**src/rtl/de_scoreboard_if.sv**
```systemverilog
// Issue / retire / flush bundle between decode+retire logic and the scoreboard.
// master: decode/retire side (drives requests, reads ready and operands)
// slave : scoreboard (drives issue_ready, rdata1, rdata2)
interface de_scoreboard_if #(
    parameter int unsigned DBITS     = 32,
    parameter int unsigned REGNOBITS = 5,
    parameter int unsigned NRET      = 2
);
    logic                      issue_valid;
    logic [REGNOBITS-1:0]      issue_rs1;
    logic [REGNOBITS-1:0]      issue_rs2;
    logic                      issue_rs1_rd;
    logic                      issue_rs2_rd;
    logic                      issue_wr;
    logic [REGNOBITS-1:0]      issue_rd;
    logic                      issue_ready;
    logic [DBITS-1:0]          rdata1;
    logic [DBITS-1:0]          rdata2;
    logic [NRET-1:0]           ret_valid;
    logic [NRET*REGNOBITS-1:0] ret_rd;
    logic [NRET*DBITS-1:0]     ret_data;
    logic                      flush;

    modport master (
        output issue_valid, issue_rs1, issue_rs2, issue_rs1_rd, issue_rs2_rd,
               issue_wr, issue_rd, ret_valid, ret_rd, ret_data, flush,
        input  issue_ready, rdata1, rdata2
    );

    modport slave (
        input  issue_valid, issue_rs1, issue_rs2, issue_rs1_rd, issue_rs2_rd,
               issue_wr, issue_rd, ret_valid, ret_rd, ret_data, flush,
        output issue_ready, rdata1, rdata2
    );
endinterface

```
**src/rtl/de_scoreboard.sv**
```systemverilog
// Register scoreboard with register file, retire bypass and per-register
// in-flight writer counters.
// Ports: clk, reset (async active-low), bus (issue/retire/flush, slave side),
//        busy (per-register counter nonzero), stall_cnt (saturating stalled
//        cycles), err_underflow (sticky retire on idle register).
module de_scoreboard #(
    parameter int unsigned DBITS     = 32,
    parameter int unsigned REGWORDS  = 32,
    parameter int unsigned REGNOBITS = 5,
    parameter int unsigned NRET      = 2,
    parameter int unsigned CNTBITS   = 2
) (
    input  logic                clk,
    input  logic                reset,
    de_scoreboard_if.slave      bus,
    output logic [REGWORDS-1:0] busy,
    output logic [15:0]         stall_cnt,
    output logic                err_underflow
);
    localparam int unsigned HITBITS = $clog2(NRET + 1);
    localparam logic [CNTBITS-1:0] CNT_MAX = '1;

    logic [CNTBITS-1:0] cnt_q  [REGWORDS];
    logic [CNTBITS-1:0] cnt_d  [REGWORDS];
    logic [DBITS-1:0]   regs_q [REGWORDS];
    logic [DBITS-1:0]   regs_d [REGWORDS];
    logic [HITBITS-1:0] hits   [REGWORDS];
    logic [15:0]        stall_q, stall_d;
    logic               err_q, err_d;
    logic               haz1, haz2, hazd, fire;

    // Number of retire ports targeting each register this cycle
    always_comb begin
        for (int unsigned r = 0; r < REGWORDS; r++) begin
            hits[r] = '0;
            for (int unsigned i = 0; i < NRET; i++) begin
                if (bus.ret_valid[i] && bus.ret_rd[i*REGNOBITS +: REGNOBITS] == REGNOBITS'(r))
                    hits[r] = hits[r] + HITBITS'(1);
            end
        end
    end

    // Hazards: sources see same-cycle retires, destination does not
    always_comb begin
        haz1 = bus.issue_rs1_rd && (bus.issue_rs1 != '0) &&
               (int'(cnt_q[bus.issue_rs1]) > int'(hits[bus.issue_rs1]));
        haz2 = bus.issue_rs2_rd && (bus.issue_rs2 != '0) &&
               (int'(cnt_q[bus.issue_rs2]) > int'(hits[bus.issue_rs2]));
        hazd = bus.issue_wr && (bus.issue_rd != '0) && (cnt_q[bus.issue_rd] == CNT_MAX);
        bus.issue_ready = !(haz1 || haz2 || hazd || bus.flush);
        fire = bus.issue_valid && bus.issue_ready;
    end

    // Operand read with bypass from retire ports; highest port wins
    always_comb begin
        bus.rdata1 = regs_q[bus.issue_rs1];
        bus.rdata2 = regs_q[bus.issue_rs2];
        for (int unsigned i = 0; i < NRET; i++) begin
            if (bus.ret_valid[i] && bus.issue_rs1 != '0 &&
                bus.ret_rd[i*REGNOBITS +: REGNOBITS] == bus.issue_rs1)
                bus.rdata1 = bus.ret_data[i*DBITS +: DBITS];
            if (bus.ret_valid[i] && bus.issue_rs2 != '0 &&
                bus.ret_rd[i*REGNOBITS +: REGNOBITS] == bus.issue_rs2)
                bus.rdata2 = bus.ret_data[i*DBITS +: DBITS];
        end
    end

    // Next-state: register file, counters, stall counter, underflow flag
    always_comb begin
        int base;
        base    = 0;
        regs_d  = regs_q;
        cnt_d   = cnt_q;
        err_d   = err_q;
        stall_d = stall_q;

        for (int unsigned i = 0; i < NRET; i++) begin
            if (bus.ret_valid[i] && bus.ret_rd[i*REGNOBITS +: REGNOBITS] != '0)
                regs_d[bus.ret_rd[i*REGNOBITS +: REGNOBITS]] = bus.ret_data[i*DBITS +: DBITS];
        end
        regs_d[0] = '0;

        cnt_d[0] = '0;
        for (int unsigned r = 1; r < REGWORDS; r++) begin
            base = int'(cnt_q[r]);
            if (fire && bus.issue_wr && bus.issue_rd == REGNOBITS'(r))
                base = base + 1;
            if (int'(hits[r]) > base) begin
                err_d    = 1'b1;
                cnt_d[r] = '0;
            end else begin
                cnt_d[r] = CNTBITS'(base - int'(hits[r]));
            end
            if (bus.flush)
                cnt_d[r] = '0;
        end

        if (bus.issue_valid && !bus.issue_ready && stall_q != 16'hFFFF)
            stall_d = stall_q + 16'd1;
    end

    always_ff @(posedge clk or negedge reset) begin
        if (!reset) begin
            for (int unsigned r = 0; r < REGWORDS; r++) begin
                cnt_q[r]  <= '0;
                regs_q[r] <= '0;
            end
            stall_q <= '0;
            err_q   <= 1'b0;
        end else begin
            cnt_q   <= cnt_d;
            regs_q  <= regs_d;
            stall_q <= stall_d;
            err_q   <= err_d;
        end
    end

    always_comb begin
        for (int unsigned r = 0; r < REGWORDS; r++)
            busy[r] = (cnt_q[r] != '0);
    end

    assign stall_cnt     = stall_q;
    assign err_underflow = err_q;

endmodule

```
**src/flat_wrapper.sv**
```systemverilog
// flat-port wrapper written by rule: the top's interface ports become plain ports
module de_scoreboard_flat 
#(
    parameter int unsigned DBITS     = 32,
    parameter int unsigned REGWORDS  = 32,
    parameter int unsigned REGNOBITS = 5,
    parameter int unsigned NRET      = 2,
    parameter int unsigned CNTBITS   = 2
)
  (clk, reset, busy, stall_cnt, err_underflow, bus_issue_valid, bus_issue_rs1, bus_issue_rs2, bus_issue_rs1_rd, bus_issue_rs2_rd, bus_issue_wr, bus_issue_rd, bus_ret_valid, bus_ret_rd, bus_ret_data, bus_flush, bus_issue_ready, bus_rdata1, bus_rdata2);
  de_scoreboard_if #(.DBITS(DBITS), .REGNOBITS(REGNOBITS), .NRET(NRET)) bus_i ();
  input  logic clk;
  input  logic reset;
  output logic [REGWORDS-1:0] busy;
  output logic [15:0] stall_cnt;
  output logic err_underflow;
  input wire logic [$bits(bus_i.issue_valid)-1:0] bus_issue_valid;
  input wire logic [$bits(bus_i.issue_rs1)-1:0] bus_issue_rs1;
  input wire logic [$bits(bus_i.issue_rs2)-1:0] bus_issue_rs2;
  input wire logic [$bits(bus_i.issue_rs1_rd)-1:0] bus_issue_rs1_rd;
  input wire logic [$bits(bus_i.issue_rs2_rd)-1:0] bus_issue_rs2_rd;
  input wire logic [$bits(bus_i.issue_wr)-1:0] bus_issue_wr;
  input wire logic [$bits(bus_i.issue_rd)-1:0] bus_issue_rd;
  input wire logic [$bits(bus_i.ret_valid)-1:0] bus_ret_valid;
  input wire logic [$bits(bus_i.ret_rd)-1:0] bus_ret_rd;
  input wire logic [$bits(bus_i.ret_data)-1:0] bus_ret_data;
  input wire logic [$bits(bus_i.flush)-1:0] bus_flush;
  output wire logic [$bits(bus_i.issue_ready)-1:0] bus_issue_ready;
  output wire logic [$bits(bus_i.rdata1)-1:0] bus_rdata1;
  output wire logic [$bits(bus_i.rdata2)-1:0] bus_rdata2;
  assign bus_i.issue_valid = bus_issue_valid;
  assign bus_i.issue_rs1 = bus_issue_rs1;
  assign bus_i.issue_rs2 = bus_issue_rs2;
  assign bus_i.issue_rs1_rd = bus_issue_rs1_rd;
  assign bus_i.issue_rs2_rd = bus_issue_rs2_rd;
  assign bus_i.issue_wr = bus_issue_wr;
  assign bus_i.issue_rd = bus_issue_rd;
  assign bus_i.ret_valid = bus_ret_valid;
  assign bus_i.ret_rd = bus_ret_rd;
  assign bus_i.ret_data = bus_ret_data;
  assign bus_i.flush = bus_flush;
  assign bus_issue_ready = bus_i.issue_ready;
  assign bus_rdata1 = bus_i.rdata1;
  assign bus_rdata2 = bus_i.rdata2;
  de_scoreboard #(.DBITS(DBITS), .REGWORDS(REGWORDS), .REGNOBITS(REGNOBITS), .NRET(NRET), .CNTBITS(CNTBITS)) u_core (.clk(clk), .reset(reset), .bus(bus_i), .busy(busy), .stall_cnt(stall_cnt), .err_underflow(err_underflow));
endmodule
```
**config.mk**
```make
export PLATFORM = sky130hd
export DESIGN_NAME = de_scoreboard_flat
export DESIGN_NICKNAME = d
export VERILOG_FILES = /design/src/rtl/de_scoreboard_if.sv /design/src/rtl/de_scoreboard.sv /design/src/flat_wrapper.sv
export SDC_FILE = /design/constraint.sdc
export NUM_CORES = 2
export LEC_CHECK = 0
export CAP_MARGIN = 20
export CORE_UTILIZATION = 35
export CTS_CLUSTER_DIAMETER = 150
export DETAILED_ROUTE_END_ITERATION = 6
export GPL_TIMING_DRIVEN = 0
export HOLD_SLACK_MARGIN = 0.03
export PLACE_DENSITY_LB_ADDON = 0.1
export SYNTH_ARGS = -nofsm -noshare
export SYNTH_HDL_FRONTEND = slang
export SYNTH_SLANG_ARGS = --single-unit
export TNS_END_PERCENT = 1
```
**constraint.sdc**
```tcl
create_clock -name clk -period 16.9 [get_ports clk]
set_input_delay 3.38 -clock clk [delete_from_list [all_inputs] [get_ports clk]]
set_output_delay 3.38 -clock clk [all_outputs]
set_load 0.005 [all_outputs]
```
=== Word level (Yosys, flattened, before mapping) ===
Cells that the tools add are included.

* Add/sub/neg operators: 95
* Magnitude comparators: 40
* Equality and inequality tests: 99
* Multiplexer cells: 221
* Bitwise gates (word level): 5
* Reductions and logical operators: 160

{| class="wikitable"
|+ Operators with widths
! operator !! count
|-
| 1024-bit bitwise mux || 2
|-
| 1024-bit two-way mux || 1
|-
| 992-bit two-way mux || 1
|-
| 32-bit binary-select mux with 5-bit select || 2
|-
| 32-bit demux with 5-bit select || 2
|-
| 32-bit two-way mux || 10
|-
| 5-bit == test (second input constant) || 48
|-
| 2-bit two-way mux || 104
|-
| 5-bit by 4-bit == test with 1-bit output (second input constant) || 24
|-
| 1-bit logical AND || 117
|-
| 2-bit by 1-bit adder with 3-bit output (second input constant) || 31
|-
| 2-bit by 3-bit greater-than comparator with 1-bit output || 31
|-
| 3-bit two-way mux || 31
|-
| 1-bit by 1-bit adder with 2-bit output (second input constant) || 32
|-
| 1-bit two-way mux || 63
|-
| 2-bit nonzero test || 31
|-
| 2-bit subtractor || 31
|-
| 5-bit by 3-bit == test with 1-bit output (second input constant) || 12
|-
| 2-bit binary-select mux with 5-bit select || 5
|-
| 31-bit nonzero test || 1
|-
| 5-bit by 2-bit == test with 1-bit output (second input constant) || 6
|-
| 6-bit greater-or-equal comparator (second input constant) || 5
|-
| 5-bit inverter with 6-bit output || 5
|-
| 5-bit nonzero test || 5
|-
| other kinds (10) || 20
|}

* Bits in registers: 1071
* Input bits: 98
* Output and inout port bits: 114
* Logic and storage cells: 684

=== Logic depth before layout (Yosys ltp) ===
* Depth in word-level cells: 50
* Mapped depth: 30
* Mapped depth without buffers: 27

=== Worst setup path before layout ===
Ideal clock, no wire load.

* Kind: input -> output
* Start: input port bus_ret_rd[2]
* End: output port bus_issue_ready
* Arrival: 7.424 ns
* Required time: 13.520 ns
* Slack: 6.096 ns
* Stages on the path: 16
* Path buffers: 3
* Cell sequence: clkbuf_1 -> or3b_2 -> clkbuf_1 -> nor2_1 -> nand2_1 -> clkbuf_1 -> inv_1 -> ha_1 -> mux4_2 -> mux4_2 -> mux2_2 -> ha_1 -> nand2_1 -> o211ai_1 -> o221ai_4 -> nor2_1

* Cells in the longest elaborated chain, start to end: 14
* Elaborated cells between the ends (all ways): 174
* Those cells by class: 32 x add/sub; 2 x order compare; 31 x eq/ne; 70 x mux; 39 x reduce/logical

{| class="wikitable"
|+ Ends and longest elaborated chain
! what !! RTL line !! RTL
|-
| from (decl) || flat_wrapper.sv:25 || <nowiki>input wire logic [$bits(bus_i.ret_rd)-1:0] bus_ret_rd;</nowiki>
|-
| 5-bit == test (tied with other cells) || de_scoreboard.sv:37 || <nowiki>if (bus.ret_valid[i] && bus.ret_rd[i*REGNOBITS +: REGNOBITS] == REGNOBITS'(r))</nowiki>
|-
| 1-bit logical AND || de_scoreboard.sv:37 ||
|-
| 1-bit two-way mux || de_scoreboard.sv:37 ||
|-
| 1-bit by 1-bit adder with 2-bit output || de_scoreboard.sv:38 || <nowiki>hits[r] = hits[r] + HITBITS'(1);</nowiki>
|-
| 2-bit two-way mux || de_scoreboard.sv:37 ||
|-
| 2-bit binary-select mux with 5-bit select (on tied branches) || de_scoreboard.sv:46, de_scoreboard.sv:48 ||
|-
| 2-bit two-way mux (on tied branches) (2 in a row) || de_scoreboard.sv:46, de_scoreboard.sv:48 ||
|-
| 2-bit greater-than comparator (on tied branches) || de_scoreboard.sv:46, de_scoreboard.sv:48 ||
|-
| 1-bit logical AND (on tied branches) || de_scoreboard.sv:45, de_scoreboard.sv:47 ||
|-
| 1-bit logical OR * (3 in a row) || de_scoreboard.sv:50 || <nowiki>bus.issue_ready = !(haz1 || haz2 || hazd || bus.flush);</nowiki>
|-
| 1-bit logical NOT * || de_scoreboard.sv:50 ||
|-
| to (decl) || flat_wrapper.sv:28 || <nowiki>output wire logic [$bits(bus_i.issue_ready)-1:0] bus_issue_ready;</nowiki>
|}

Every way passes the cells marked *; elsewhere a longest branch is shown, timed or not. The select of a mux whose other input is x is not followed.

=== Worst setup path in the final report ===
* Start: input port bus_ret_rd[6]
* End: output port bus_issue_ready

* Cells in the longest elaborated chain, start to end: 12
* Elaborated cells between the ends (all ways): 110
* Those cells by class: 2 x order compare; 31 x eq/ne; 38 x mux; 39 x reduce/logical

{| class="wikitable"
|+ Ends and longest elaborated chain
! what !! RTL line
|-
| 5-bit == test (tied with other cells) || de_scoreboard.sv:37
|-
| 1-bit logical AND || de_scoreboard.sv:37
|-
| 2-bit two-way mux || de_scoreboard.sv:37
|-
| 2-bit binary-select mux with 5-bit select (on tied branches) || de_scoreboard.sv:46, de_scoreboard.sv:48
|-
| 2-bit two-way mux (on tied branches) (2 in a row) || de_scoreboard.sv:46, de_scoreboard.sv:48
|-
| 2-bit greater-than comparator (on tied branches) || de_scoreboard.sv:46, de_scoreboard.sv:48
|-
| 1-bit logical AND (on tied branches) || de_scoreboard.sv:45, de_scoreboard.sv:47
|-
| 1-bit logical OR * (3 in a row) || de_scoreboard.sv:50
|-
| 1-bit logical NOT * || de_scoreboard.sv:50
|}

Marked as above.

==> results.toml <==
[setup_path]
crit_type = "in -> out"
r2r_slack_ps = 8720
critPathMaxFanout = 10
r2r-start = "u_core.cnt_q[9]"
crit_slowest_cell = "clkdlybuf4s50_1"
start_kind = "input port"
crit_chain = "clkdlybuf4s50_1, nand3b_1, or2_2, clkbuf_1, inv_1, clkbuf_1, buf_1, ha_1, mux4_2, mux4_2, mux2_2, ha_1, nand2_1, o211ai_1, o221ai_4, nor2_1, clkdlybuf4s50_1"
rr_endpoint = "u_core.err_underflow"
endpoint_kind = "output pin"
cp.required_ps = 13520
ff2ff_path_depth = 22
critPathArrivalTime_ps = 11190
crit_path_max_incr_delay_ps = 820

[synthesis]
synth_common_cells = "dfrtp_1 (1071), nand2_1 (1053), o21ai_0 (975), mux2i_1 (722), clkbuf_1 (675)"
synth_area_leaders = "dfrtp_1 (37%), mux4_2 (20%), mux2i_1 (9.9%), o21ai_0 (6.7%), nand2_1 (5.4%)"
syn-num-nets = 7370
synth_area_um2 = 73200
synth_edf_count = 0
synthAdderAreaFrac = 0.0328
yosysTopAreaCellShare = 0.366
yosysMostFrequentCell = "dfrtp_1"
ys_async_sr_fraction = 1.00
synth_top_family_by_area = "multiplexers"
ys_seq_area_frac = 0.366
yosys.area_share.simple = 0.0928
synthCells = 7080
synth_top_area_cell = "dfrtp_1"
synth_top_flop_cell = "dfrtp_1"
ys_ff_latch = 1071
synth-xor-area-share = 0.0133
synthMuxAreaShare = 0.315
synth_warnings = 0
yosysUniqueCellTypes = 68
synth_compound_area_frac = 0.128
avgSynthCellArea_um2 = 10.3

[sta]
fmax_mhz = 68.7
period_share = 0.862
clock_skew_ps = 22.4
setup_violations = 0
worst_pin_slew_ps = 1370
setup-tns-final_ps = 0
maxSlewViolCount = 0
rsz0062_at_grt = "false"
slew_headroom = 0.0898
hold_ws_ps = 495
hold_violations = 0
min_period_ps = 14570

[power_and_ir_drop]
powerDensity_nw_per_um2 = 116
ir_worst_vdd_uv = 117
leakage_uw = 0.0372

[finish]
drive_gt1_frac = 0.155
fillers = 20244
syn_to_final_growth_pct = 16.2
final_util = 0.410
nets = 7798

[floorplanning]
die_h_um = 459
core.rowCount = 167
coreArea_um2 = 207000
start_util = 0.353
fp.dieW_um = 459
pin_count = 212
die-area_um2 = 211000

[placed_design]
gp_congestion = 1.08
hpwlAfterDp_um = 348000
numPortBuffers = 163

[cts]
cts_resized = 0
postCtsSetupBuffers = 0
worstSkewPairLatency_ps = 840
cts-buffers-inserted = 144
clkTransAtPathRegs_ps = 50
cts-htree-levels = 4
cts_tree = "built"
clockBufferDepth = 3
cts_sinks = 1071
hold_buffers = 0
cts-root-buf = "clkbuf_16"

[grt]
grt_usage = 0.402
grt_pass1_wl_um = 572000
antenna_found_initial = 34
grt_pass1_vias = 64090
gr-total-overflow = 0
grt_max_degree = 151

[detailed_routing]
vias = 67894
viasPerCell = 6.51
post_drt_wl_per_cell_um = 41.5
drt_pass1_iterations = 6
routed_wl_um = 433000
drc = 0
drtAntennaViolNets = 0
drtIter0Drc = 10921

[worst_hold_path]
hold_path_class = "reg -> reg"
hp-start = "u_core.stall_cnt[15]"
holdPathStages = 1
whs_endpoint = "u_core.stall_cnt[15]"

[run_status]
status = "completed"

[flow_run]
cap_violations = 0
## metrics by stage
step | cell area [um^2] | worst slack (ps) | power [uW] | instances
floorplan | 73200 | 6100 | 5160 | 7080
global placement | 78300 | -43270 | 6400 | 10031
detailed placement | 80100 | 1970 | 6480 | 10138
CTS | 84900 | 2620 | 9710 | 10394
global route | 85000 | 2300 | 10100 | 10413
finish | 85100 | 2330 | 9880 | 10430
## worst max path at each step
stage                  start                   end  cells after the start  slack [ps]
4_1_cts        bus_ret_rd[6]       bus_issue_ready                     17        2620
6_report       bus_ret_rd[6]       bus_issue_ready                     17        2330
2_1_floorplan  bus_ret_rd[2]       bus_issue_ready                     16        6100
5_1_grt        bus_ret_rd[6]  u_core.err_underflow                     30        2300
3_5_place_dp   bus_ret_rd[6]  u_core.err_underflow                     30        1970
3_3_place_gp           reset    u_core.regs_q[874]                      1      -43270
## placed cells by master, fill, tap and decap left out, drive strengths merged, types with 162 or more instances in the layout
master | Yosys | routed
clkbuf | 677 | 895
a22oi | 249 | 249
mux2i | 722 | 722
o21ai | 975 | 975
ha | 192 | 192
inv | 184 | 189
clkdlybuf4s50 | 0 | 162
nand2 | 1053 | 1053
dfrtp | 1071 | 1071
buf | 139 | 254
mux4 | 642 | 642
nor2 | 344 | 344
## critical path, delay by kind of cell
kind	cells	cell delay, ps
multiplexers	3	1470
AO/OA/AOI/OAI	2	800
buffers and inverters	6	3150
AND/OR/NAND/NOR	4	1610
adder cells (fa/ha/maj)	2	740
## final cells by class
| class | count | area, um^2 | area share |
|---|---|---|---|
| clock inverters | 40 | 479 | 0.00563 |
| multi-input cells | 5002 | 42600 | 0.501 |
| flip-flops and latches | 1071 | 26800 | 0.315 |
| clock buffers | 216 | 4330 | 0.0509 |
| well taps | 2788 | 3490 | 0.0410 |
| repair buffers | 282 | 3440 | 0.0404 |
| plain buffers | 816 | 3140 | 0.0369 |
| diodes | 24 | 60.1 | 0.000706 |
| inverters | 191 | 717 | 0.00843 |
## sequential cells by signal, summed over array words and instances (netlist names)
name                  count
u_core.cnt_q             62
u_core.stall_cnt         16
u_core.err_underflow      1
u_core.regs_q           992
## logic make-up (layout without fill, tap and decap cells)
group | count (synthesis) | count (layout)
AO/OA/AOI/OAI | 1571 | 1571
buffers and inverters | 1007 | 1545
flip-flops | 1071 | 1071
XOR/XNOR | 111 | 111
other | 1 | 25
adder cells (fa/ha/maj) | 192 | 192
multiplexers | 1488 | 1488
AND/OR/NAND/NOR | 1639 | 1639
## report_power, final
group          internal (uW)  switching (uW)  leakage (uW)
Clock                   1880            1360       0.00238
Combinational           1330            1600        0.0214
Sequential              3180             540        0.0135
## routing by layer
layer / GRT usage / share of wire
met3: 0.141 / 0.12
met5: 0 / 0.00017
met1: 0.549 / 0.41
met2: 0.567 / 0.42
met4: 0.185 / 0.052
(Power assumes the default switching activity.)
